<file path="src/rtl/serial_add_ctrl.sv">
// Bit-serial add/subtract sequencer built around a single full-adder cell.
// Operands enter through a valid/ready handshake. They are processed LSB-first,
// one bit per clock. The result (sum, carry-out, signed overflow) leaves through
// a second valid/ready handshake.

// One-bit full adder, the only arithmetic cell in the datapath.
module fadder (
    input  logic a,
    input  logic b,
    input  logic cin,
    output logic s,
    output logic cout
);
    assign s    = a ^ b ^ cin;
    assign cout = (a & b) | (cin & (a ^ b));
endmodule

// state | meaning
// ------+--------------------------------------------------------------
// IDLE  | waiting for an operand pair, in_ready=1
// RUN   | shifting one bit per cycle through fadder, cnt = bit index
// DONE  | result presented, out_valid=1, held until out_ready
module serial_add_ctrl #(
    parameter int WIDTH = 8
) (
    input  logic             clk,
    input  logic             rst_n,
    input  logic             in_valid,
    output logic             in_ready,
    input  logic [WIDTH-1:0] a,
    input  logic [WIDTH-1:0] b,
    input  logic             sub,
    output logic             out_valid,
    input  logic             out_ready,
    output logic [WIDTH-1:0] sum,
    output logic             cout,
    output logic             ovf
);
    localparam int CW = (WIDTH > 2) ? $clog2(WIDTH) : 1;
    localparam logic [CW-1:0] LAST_BIT = CW'(WIDTH - 1);

    typedef enum logic [1:0] {
        IDLE = 2'd0,
        RUN  = 2'd1,
        DONE = 2'd2
    } state_t;

    state_t          state, state_nxt;
    logic [WIDTH-1:0] ra, rb, res;
    logic [WIDTH-1:0] sum_q;
    logic            carry, cout_q, ovf_q;
    logic [CW-1:0]   cnt;
    logic            accept, shift_en, last_bit;
    logic            fa_s, fa_co;

    fadder u_fadder (
        .a    (ra[0]),
        .b    (rb[0]),
        .cin  (carry),
        .s    (fa_s),
        .cout (fa_co)
    );

    // State register.
    always_ff @(posedge clk or negedge rst_n) begin
        if (!rst_n) state <= IDLE;
        else        state <= state_nxt;
    end

    // Next-state decode; handshake outputs come straight from the state register.
    always_comb begin
        state_nxt = state;
        in_ready  = 1'b0;
        out_valid = 1'b0;
        accept    = 1'b0;
        shift_en  = 1'b0;
        last_bit  = 1'b0;
        unique case (state)
            IDLE: begin
                in_ready = 1'b1;
                if (in_valid) begin
                    accept    = 1'b1;
                    state_nxt = RUN;
                end
            end
            RUN: begin
                shift_en = 1'b1;
                if (cnt == LAST_BIT) begin
                    last_bit  = 1'b1;
                    state_nxt = DONE;
                end
            end
            DONE: begin
                out_valid = 1'b1;
                if (out_ready) state_nxt = IDLE;
            end
            default: state_nxt = IDLE;
        endcase
    end

    // Operand/result shift registers, carry and bit counter. Subtraction is
    // A + ~B + 1, so B is inverted at load and the carry is seeded with sub.
    always_ff @(posedge clk or negedge rst_n) begin
        if (!rst_n) begin
            ra    <= '0;
            rb    <= '0;
            res   <= '0;
            carry <= 1'b0;
            cnt   <= '0;
        end else if (accept) begin
            ra    <= a;
            rb    <= b ^ {WIDTH{sub}};
            carry <= sub;
            cnt   <= '0;
        end else if (shift_en) begin
            ra    <= ra >> 1;
            rb    <= rb >> 1;
            res   <= {fa_s, res[WIDTH-1:1]};
            carry <= fa_co;
            if (!last_bit) cnt <= cnt + CW'(1);
        end
    end

    // Output registers loaded on the final bit; they keep their value after
    // the result handshake. Overflow is carry-into-MSB XOR carry-out-of-MSB,
    // and on the last bit the carry register still holds the carry into the MSB.
    always_ff @(posedge clk or negedge rst_n) begin
        if (!rst_n) begin
            sum_q  <= '0;
            cout_q <= 1'b0;
            ovf_q  <= 1'b0;
        end else if (last_bit) begin
            sum_q  <= {fa_s, res[WIDTH-1:1]};
            cout_q <= fa_co;
            ovf_q  <= carry ^ fa_co;
        end
    end

    assign sum  = sum_q;
    assign cout = cout_q;
    assign ovf  = ovf_q;
endmodule

</file>
<file path="config.mk">
export PLATFORM = sky130hd
export DESIGN_NAME = serial_add_ctrl
export DESIGN_NICKNAME = d
export VERILOG_FILES = /design/src/rtl/serial_add_ctrl.sv
export SDC_FILE = /design/constraint.sdc
export NUM_CORES = 1
export LEC_CHECK = 0
export BUFFER_PORTS_ARGS = -buffer_cell sky130_fd_sc_hd__buf_2
export CAP_MARGIN = 0
export CORE_MARGIN = 3
export CORE_UTILIZATION = 40
export CTS_CLUSTER_DIAMETER = 50
export DETAILED_ROUTE_END_ITERATION = 12
export PLACE_DENSITY = 0.68
export SYNTH_ARGS = -nofsm -noshare
export SYNTH_HDL_FRONTEND = slang
export SYNTH_SLANG_ARGS = --single-unit
export TNS_END_PERCENT = 100
</file>
<file path="constraint.sdc">
create_clock -name clk -period 1.6 [get_ports clk]
set_input_delay 0 -clock clk [delete_from_list [all_inputs] [get_ports clk]]
set_output_delay 0 -clock clk [all_outputs]
set_load 0.1 [all_outputs]
</file>
==> results of run 1 <==
-- metal layers --
metal  up-vias  wire (microns)  GRT usage  part of all wire
met5         -               0          0                 0
met4         0              40     0.0594             0.012
met3         5             172     0.0416             0.052
met2        29            1550      0.230              0.47
met1       569            1560      0.185              0.47
li1        634               -          -                 -
-- power breakdown --
group	total, mW	internal (mW)	switching, mW
Sequential	1.70	1.42	0.280
Clock	0.965	0.623	0.342
Combinational	2.39	0.737	1.66
-- worst max-delay path: stages (launching register included) --
cell and delay (ns):
dfrtp_1 0.39, ha_1 0.21, ha_2 0.20, nor3b_2 0.24, nor2_2 0.08, mux2_2 0.27
-- layout make-up --
class	instances	area [sq um]	area share
Sequential cell	39	976	0.427
Multi-Input combinational cell	108	716	0.313
Timing Repair Buffer	57	393	0.172
Clock buffer	6	72.6	0.0317
Tap cell	50	62.6	0.0274
Clock inverter	2	60.1	0.0263
Inverter	2	7.51	0.00328
-- stage by stage --
| stage | instances | setup WS, ns | power [mW] | instance area [sq um] |
|---|---|---|---|---|
| finish | 264 | 0.0983 | 5.06 | 2290 |
| global route | 264 | 0.00771 | 5.40 | 2290 |
| CTS | 264 | 0.0732 | 5.11 | 2280 |
| detailed placement | 238 | 0.0872 | 4.11 | 1970 |
| global placement | 238 | 0.144 | 4.04 | 1970 |
| floorplan | 158 | 0.110 | 3.69 | 1770 |
-- final timing paths --
path                                    startpoint  cells past startpoint                 end
worst max-delay path            cnt[0]$_DFFE_PN0P_                      5  cnt[0]$_DFFE_PN0P_
worst min-delay path                           sub                      3   carry$_DFFE_PN0P_
worst max register to register  cnt[0]$_DFFE_PN0P_                      5  cnt[0]$_DFFE_PN0P_
worst min register to register     ovf$_DFFE_PN0P_                      2     ovf$_DFFE_PN0P_
max in group asynchronous                    rst_n                      3   ra[7]$_DFFE_PN0P_
min in group asynchronous                    rst_n                      3  sum[0]$_DFFE_PN0P_
-- what timing repair did --
action | 4_1_cts | 5_1_grt
resized for setup | 0 | 1
endpoints found under the hold margin | 56 | 0
endpoints found under the setup margin | 0 | 1
hold buffers | 18 | 0
-- logic make-up after synthesis --
logic type	Yosys count	synth area share
flip-flops	39	0.553
buffers and inverters	11	0.0440
multiplexers	17	0.104
adder cells (fa/ha/maj)	3	0.0255
AND/OR/NAND/NOR	57	0.150
AO/OA/AOI/OAI	22	0.0794
XOR/XNOR	9	0.0447
-- Yosys cell counts --
| cell type | count | share of area |
|---|---|---|
| mux2_2 | 3 | 0.019 |
| ha_1 | 2 | 0.014 |
| nor3b_4 | 1 | 0.011 |
| buf_4 | 4 | 0.017 |
| nor2_1 | 1 | 0.0021 |
| nor3b_2 | 1 | 0.0071 |
| nor2b_1 | 1 | 0.0035 |
| buf_8 | 1 | 0.0085 |
| o21bai_1 | 1 | 0.0043 |
| xor2_1 | 8 | 0.040 |
| buf_6 | 1 | 0.0064 |
| buf_2 | 2 | 0.0057 |
| o21ai_1 | 9 | 0.026 |
| nor2_2 | 1 | 0.0035 |
| nand3b_4 | 1 | 0.011 |
| inv_1 | 2 | 0.0043 |
| a22oi_1 | 8 | 0.034 |
| buf_1 | 1 | 0.0021 |
| nand2b_1 | 2 | 0.0071 |
| o21ai_0 | 2 | 0.0057 |
| a22o_1 | 2 | 0.0099 |
| mux2i_1 | 7 | 0.040 |
| fa_1 | 1 | 0.011 |
| mux2_1 | 7 | 0.045 |
| dfrtp_1 | 39 | 0.55 |
| nand2_1 | 49 | 0.10 |
| xnor2_1 | 1 | 0.0050 |
-- state kept, by name (all words and copies together) (netlist names) --
register and count:
carry 1, cnt 3, cout 1, ovf 1, ra 8, rb 8
res 7, state 2, sum 8
==> flow_summary.toml, run 1 <==
[clocking]
cts_buffer_depth = 2
cts-root-buf = "clkbuf_8"
cts_setup_buffers = 0
clkTransAtPathRegs_ns = 0.08
htreeDepth = 2
cts_tree = "done"
cts_made_buffers = 5
cts_sinks = 39
clock_latency_ns = 0.29

[grt]
grt-ovfl-total = 0
grt_max_degree = 40
grt_pass1_wl_microns = 5890
grt_pass1_vias = 1283
antenna_found_initial = 0
grt.total_usage = 0.144

[status]
outcome = "finished, final reports clean"

[sta]
fin_crit_sh = 0.939
tightest_slew_ns = 0.491
fmax_mhz = 666
skew_ns = 0.00617
maxSlewHeadroom = 0.673
drv_slew = 0
min_period_ns = 1.50
fin_hold_ws_ns = 0.132
fin_setup_tns_ns = 0
finalSetupViolations = 0
rsz0062_at_grt = "false"
hold_viol = 0

[die]
dieArea_sq_mm = 0.00524
core-area_sq_mm = 0.00412
initial_utilization = 0.429
io_pins = 33
row_count = 23
die_h_microns = 72.4
die_w_microns = 72.4

[placed_design]
dp_hpwl_microns = 2090
io_buffers = 32
place.gp.congestion = 0.731

[layout]
final_util = 0.556
final_common_cell = "nand2_1"
drive_above_1_share = 0.257
num_antenna_cells = 0
area_growth_syn_to_layout_pct = 29.6
fillers = 369
final_cell_mix = "49 x nand2_1, 39 x dfrtp_1, 32 x buf_2"
fin_nets = 237

[route]
viasPerCell = 4.69
via_count = 1237
antenna_left = 0
firstDrtPassIters = 4
finalWirelength_microns = 3320
drc_errors = 0
wl_per_cell_microns = 12.6
drt-initial-drc-count = 64

[worst_setup_path]
crit_fanout = 4
path_class = "reg2reg"
rrSetupSlack_ns = 0.1
worst_ep_arrival_time_ns = 1.68
setup.worst_path.start_class = "flip-flop"
worstSetupEndpointType = "flip-flop"
critPathRequiredTime_ns = 1.78

[job]
maxCapViolations = 0

[power]
power_density_mw_per_mm2 = 2210
vdd_ir_drop_max_v = 0.000864
p_leak_nw = 1.17

[synth]
yosys_warnings = 0
synthCells = 158
synth_fp_nets = 182
yosys_register_bits = 39
ys_seq_area_frac = 0.553
syn_area_per_cell_sq_um = 11.2
ys_types = 27
synth_area_sq_mm = 0.00176

[worst_hold_path]
min_path_type = "in2reg"
No activity file was read; power rests on OpenSTA's default activity.
==> run 2, diff against run 1 <==
--- a/config.mk
+++ b/config.mk
@@ -8,10 +8,10 @@
 export BUFFER_PORTS_ARGS = -buffer_cell sky130_fd_sc_hd__buf_2
 export CAP_MARGIN = 0
 export CORE_MARGIN = 3
-export CORE_UTILIZATION = 40
+export CORE_UTILIZATION = 54
 export CTS_CLUSTER_DIAMETER = 50
 export DETAILED_ROUTE_END_ITERATION = 12
-export PLACE_DENSITY = 0.68
+export PLACE_DENSITY = 0.85
 export SYNTH_ARGS = -nofsm -noshare
 export SYNTH_HDL_FRONTEND = slang
 export SYNTH_SLANG_ARGS = --single-unit
==> run 2 against run 1 <==
  * Routed wire length rose by 4.9%
  * Register-to-register slack barely moved
  * Critical endpoint unchanged
  * Clock-buffer cell count fell by 1
==> flow_summary.toml, run 2 (synthesis results as in run 1) <==
[clocking]
cts_sinks = 39
htreeDepth = 2
cts_setup_buffers = 0
cts-root-buf = "clkbuf_4"
clkTransAtPathRegs_ns = 0.12
cts_tree = "done"
clock_latency_ns = 0.34
cts_made_buffers = 5
cts_buffer_depth = 2

[layout]
final_common_cell = "nand2_1"
fin_nets = 236
final_cell_mix = "49 x nand2_1, 39 x dfrtp_1, 31 x buf_2"
num_antenna_cells = 0
area_growth_syn_to_layout_pct = 24.5
stdcell_count = 257
drive_above_1_share = 0.254

[sta]
tightest_slew_ns = 0.487
maxSlewHeadroom = 0.677
rsz0062_at_grt = "false"
finalSetupViolations = 0
fmax_mhz = 662
min_period_ns = 1.51
drv_slew = 0
fin_setup_tns_ns = 0
hold_viol = 0
fin_crit_sh = 0.944
skew_ns = 0.00389

[die]
die_h_microns = 63.2
initial_utilization = 0.573
io_pins = 33
dieArea_sq_mm = 0.00399
core-area_sq_mm = 0.00308
row_count = 20
die_w_microns = 63.2

[status]
outcome = "finished, final reports clean"

[job]
maxCapViolations = 0

[worst_setup_path]
path_class = "reg2reg"
crit_fanout = 4
rr_worst_depth = 5
worst_ep_arrival_time_ns = 1.75
worstSetupEndpointType = "flip-flop"
worstReg2RegEnd = "cnt[0]$_DFFE_PN0P_"
rrSetupSlack_ns = 0.09
setup.worst_path.start_class = "flip-flop"
r2r-start = "cnt[0]$_DFFE_PN0P_"
critPathRequiredTime_ns = 1.84

[worst_hold_path]
hold_end = "carry$_DFFE_PN0P_"
hold_depth = 3
worstHoldStart = "sub"
min_path_type = "in2reg"

[grt]
grt-ovfl-total = 0
grt_pass1_vias = 1413
grt_max_degree = 40
antenna_found_initial = 0
grt_pass1_wl_microns = 6220
grt.total_usage = 0.200

[placed_design]
dp_cells = 231
place.gp.congestion = 0.735
dp_hpwl_microns = 2360
io_buffers = 32

[route]
drc_errors = 0
finalWirelength_microns = 3480
viasPerCell = 5.00
via_count = 1286
antenna_left = 0
wl_per_cell_microns = 13.6
firstDrtPassIters = 4
drt-initial-drc-count = 63

[power]
power_density_mw_per_mm2 = 2120
vdd_ir_drop_max_v = 0.000912
p_leak_nw = 1.13
## run 2: cell count changes in the layout (fill, tap and decap cells not counted), sizes merged
cell      delta
buf          -2
bufinv       -2
clkinv       +1
clkinvlp     +2
## run 2: layout make-up
cell class                 instances  area (sq um)
fill                             239           881
tap                               44          55.1
inverter                           2          7.51
sequential                        39           976
multi-input combinational        108           713
clock inverter                     3          20.0
timing repair buffer              56           388
clock buffer                       5          37.5
## run 2: per-stage QoR
step	total power, mW	utilization	area (sq um)	setup slack (ns)	hold WS, ns
finish	4.65	0.714	2200	0.0900	0.0855
global route	4.99	0.714	2200	0.0331	0.0984
detailed placement	4.15	0.636	1960	0.101	0.0750
floorplan	3.69	-	1770	0.110	-0.296
global placement	4.00	0.636	1960	0.152	0.0685
CTS	4.67	0.713	2190	0.0119	0.0783
## run 2: worst max path at each step
stage                    startpoint  slack (ns)                 end
2_1_floorplan    cnt[0]$_DFFE_PN0P_        0.11  cnt[0]$_DFFE_PN0P_
3_3_place_gp     cnt[0]$_DFFE_PN0P_        0.15  cnt[0]$_DFFE_PN0P_
3_5_place_dp     cnt[0]$_DFFE_PN0P_        0.10  cnt[0]$_DFFE_PN0P_
4_1_cts        state[0]$_DFFE_PN0P_        0.01           out_valid
5_1_grt          cnt[0]$_DFFE_PN0P_        0.03  cnt[0]$_DFFE_PN0P_
6_report         cnt[0]$_DFFE_PN0P_        0.09  cnt[0]$_DFFE_PN0P_
## run 2: what timing repair did
item | CTS | global route
endpoints found under the setup margin | 0 | 1
hold buffers | 18 | 0
resized for setup | 0 | 1
endpoints found under the hold margin | 56 | 0
## run 2: power by group
part           total [mW]  switching (mW)  internal (mW)
registers            1.71           0.300           1.41
logic                2.44            1.70          0.738
clock network       0.501           0.333          0.168
total                4.65            2.33           2.32
## run 2: layer usage
layer | routed length [microns] | vias to the layer above | track usage | part of all wire
met5 | 0 | - | 0 | 0
met4 | 90 | 0 | 0.0937 | 0.026
met3 | 140 | 10 | 0.0374 | 0.040
met2 | 1820 | 34 | 0.364 | 0.52
met1 | 1440 | 613 | 0.224 | 0.41
li1 | - | 629 | - | -
## run 2: worst max-delay path, cell delays in order (launching register included)
cell and delay, ns:
dfrtp_1 0.41, ha_1 0.20, ha_1 0.23, nor3b_2 0.22
nor2_2 0.08, mux2_2 0.27
==> run 3, diff against run 2 <==
--- a/config.mk
+++ b/config.mk
@@ -5,12 +5,14 @@
 export SDC_FILE = /design/constraint.sdc
 export NUM_CORES = 1
 export LEC_CHECK = 0
+export ABC_AREA = 0
 export BUFFER_PORTS_ARGS = -buffer_cell sky130_fd_sc_hd__buf_2
 export CAP_MARGIN = 0
 export CORE_MARGIN = 3
 export CORE_UTILIZATION = 54
 export CTS_CLUSTER_DIAMETER = 50
 export DETAILED_ROUTE_END_ITERATION = 12
+export HOLD_SLACK_MARGIN = 0.15
 export PLACE_DENSITY = 0.85
 export SYNTH_ARGS = -nofsm -noshare
 export SYNTH_HDL_FRONTEND = slang
==> run 3 against run 2 <==
  * Sequential power about the same
  * Largest cell class unchanged
  * Global-route usage up 1.9 points
  * Cell count up 3.9%
  * Worst hold slack better by 0.13 ns
  * Sequential share of layout area down 1.9 points
  * Clock skew up 0.0023 ns
  * Critical path type unchanged
  * Critical endpoint unchanged
==> flow_summary.toml, run 3 (synthesis results as in run 1) <==
[layout]
final_cell_mix = "49 x nand2_1, 39 x dfrtp_1, 31 x buf_2"
final_common_cell = "nand2_1"
area_growth_syn_to_layout_pct = 30.2
num_antenna_cells = 0
drive_above_1_share = 0.242
final_util = 0.746
fin_nets = 246

[grt]
grt_pass1_wl_microns = 6730
grt-ovfl-total = 0
grt_pass1_vias = 1486
grt.total_usage = 0.219
grt_max_degree = 40
antenna_found_initial = 0

[power]
power_density_mw_per_mm2 = 2050
power_mw = 4.71
vdd_ir_drop_max_v = 0.000915
p_leak_nw = 1.17

[route]
firstDrtPassIters = 4
drc_errors = 0
finalWirelength_microns = 3790
antenna_left = 0
drt-initial-drc-count = 60
viasPerCell = 5.10
via_count = 1362
wl_per_cell_microns = 14.2

[die]
initial_utilization = 0.573
io_pins = 33
die_w_microns = 63.2
die_h_microns = 63.2
dieArea_sq_mm = 0.00399
row_count = 20
core-area_sq_mm = 0.00308

[sta]
finalSetupViolations = 0
fin_setup_tns_ns = 0
fin_ws_ns = 0.0886
maxSlewHeadroom = 0.680
fin_crit_sh = 0.945
fin_hold_ws_ns = 0.217
skew_ns = 0.00615
drv_slew = 0
rsz0062_at_grt = "false"
fmax_mhz = 662
tightest_slew_ns = 0.479
hold_viol = 0
min_period_ns = 1.51

[worst_setup_path]
path_class = "reg2reg"
worst_ep_arrival_time_ns = 1.75
max_stage_delay_ns = 0.41
setup.worst_path.start_class = "flip-flop"
path_delay_family = "adder cells"
rr_worst_depth = 5
crit_cells = 5
critPathRequiredTime_ns = 1.84
crit_fanout = 4
worst-path-buf-inv = 0
timing.critical_path.mode_cell = "ha_1"
crit_chain = "ha_1 > ha_1 > nor3b_2 > nor2_2 > mux2_2"
critPathSlowestCell = "dfrtp_1"
rrSetupSlack_ns = 0.09
worstSetupEndpointType = "flip-flop"

[placed_design]
dp_hpwl_microns = 2360
io_buffers = 32
place_ws_ns = 0.101
place.gp.congestion = 0.735

[clocking]
cts_tree = "done"
clkTransAtPathRegs_ns = 0.12
clock_latency_ns = 0.35
cts_sinks = 39
cts_buffer_depth = 2
cts_made_buffers = 5
htreeDepth = 2
cts-root-buf = "clkbuf_4"
cts_setup_buffers = 0

[worst_hold_path]
min_path_type = "in2async"

[status]
outcome = "finished, final reports clean"

[job]
maxCapViolations = 0
==> run 3: cell count changes in the layout (fill, tap and decap cells not counted), sizes merged <==
cell and delta:
dlygate4sd3 +10
==> run 3: through the flow <==
stage                     instances  cell area, sq um
after floorplan                 158              1770
after global placement          231              1960
after detailed placement        231              1960
after CTS                       267              2290
after global routing            267              2300
final                           267              2300
==> run 3: path summary, 6_finish.rpt <==
path | from | endpoint
min in group clk | out_ready | state[1]$_DFFE_PN0P_
setup / recovery | cnt[0]$_DFFE_PN0P_ | cnt[0]$_DFFE_PN0P_
hold reg to reg | res[1]$_DFFE_PN0P_ | res[1]$_DFFE_PN0P_
max in group asynchronous | rst_n | res[1]$_DFFE_PN0P_
hold / removal | rst_n | cout$_DFFE_PN0P_
setup reg to reg | cnt[0]$_DFFE_PN0P_ | cnt[0]$_DFFE_PN0P_
==> run 3: worst register-to-register path: cells and delay by family, from the launching register on <==
family        cells  cell delay (ns)
fa+ha+maj         2             0.43
flops             1             0.41
mux               1             0.27
simple gates      2             0.30
==> run 3: timing repair <==
item	4_1_cts	5_1_grt
endpoints found under the setup margin	0	1
hold buffers	28	0
gates resized for setup	0	1
hold endpoints to repair	58	0
==> run 3: area by class of cell <==
type	instances	area [sq um]
Clock inverter	3	20.0
Clock buffer	5	37.5
Multi-Input combinational cell	108	713
Sequential cell	39	976
Timing Repair Buffer	66	488
Inverter	2	7.51
Tap cell	44	55.1
Fill cell	221	781
==> run 3: report_power, final <==
part	internal, mW	switching, mW	leakage, nW
clock	0.168	0.339	0.0272
sequential	1.41	0.306	0.498
combinational	0.767	1.72	0.645
==> run 3: routing by layer <==
layer  track usage  share of wire  wire, microns
met1         0.242           0.40           1520
met4         0.110          0.033            125
met2         0.398           0.53           2000
met3        0.0410          0.040            152
met5             0              0              0
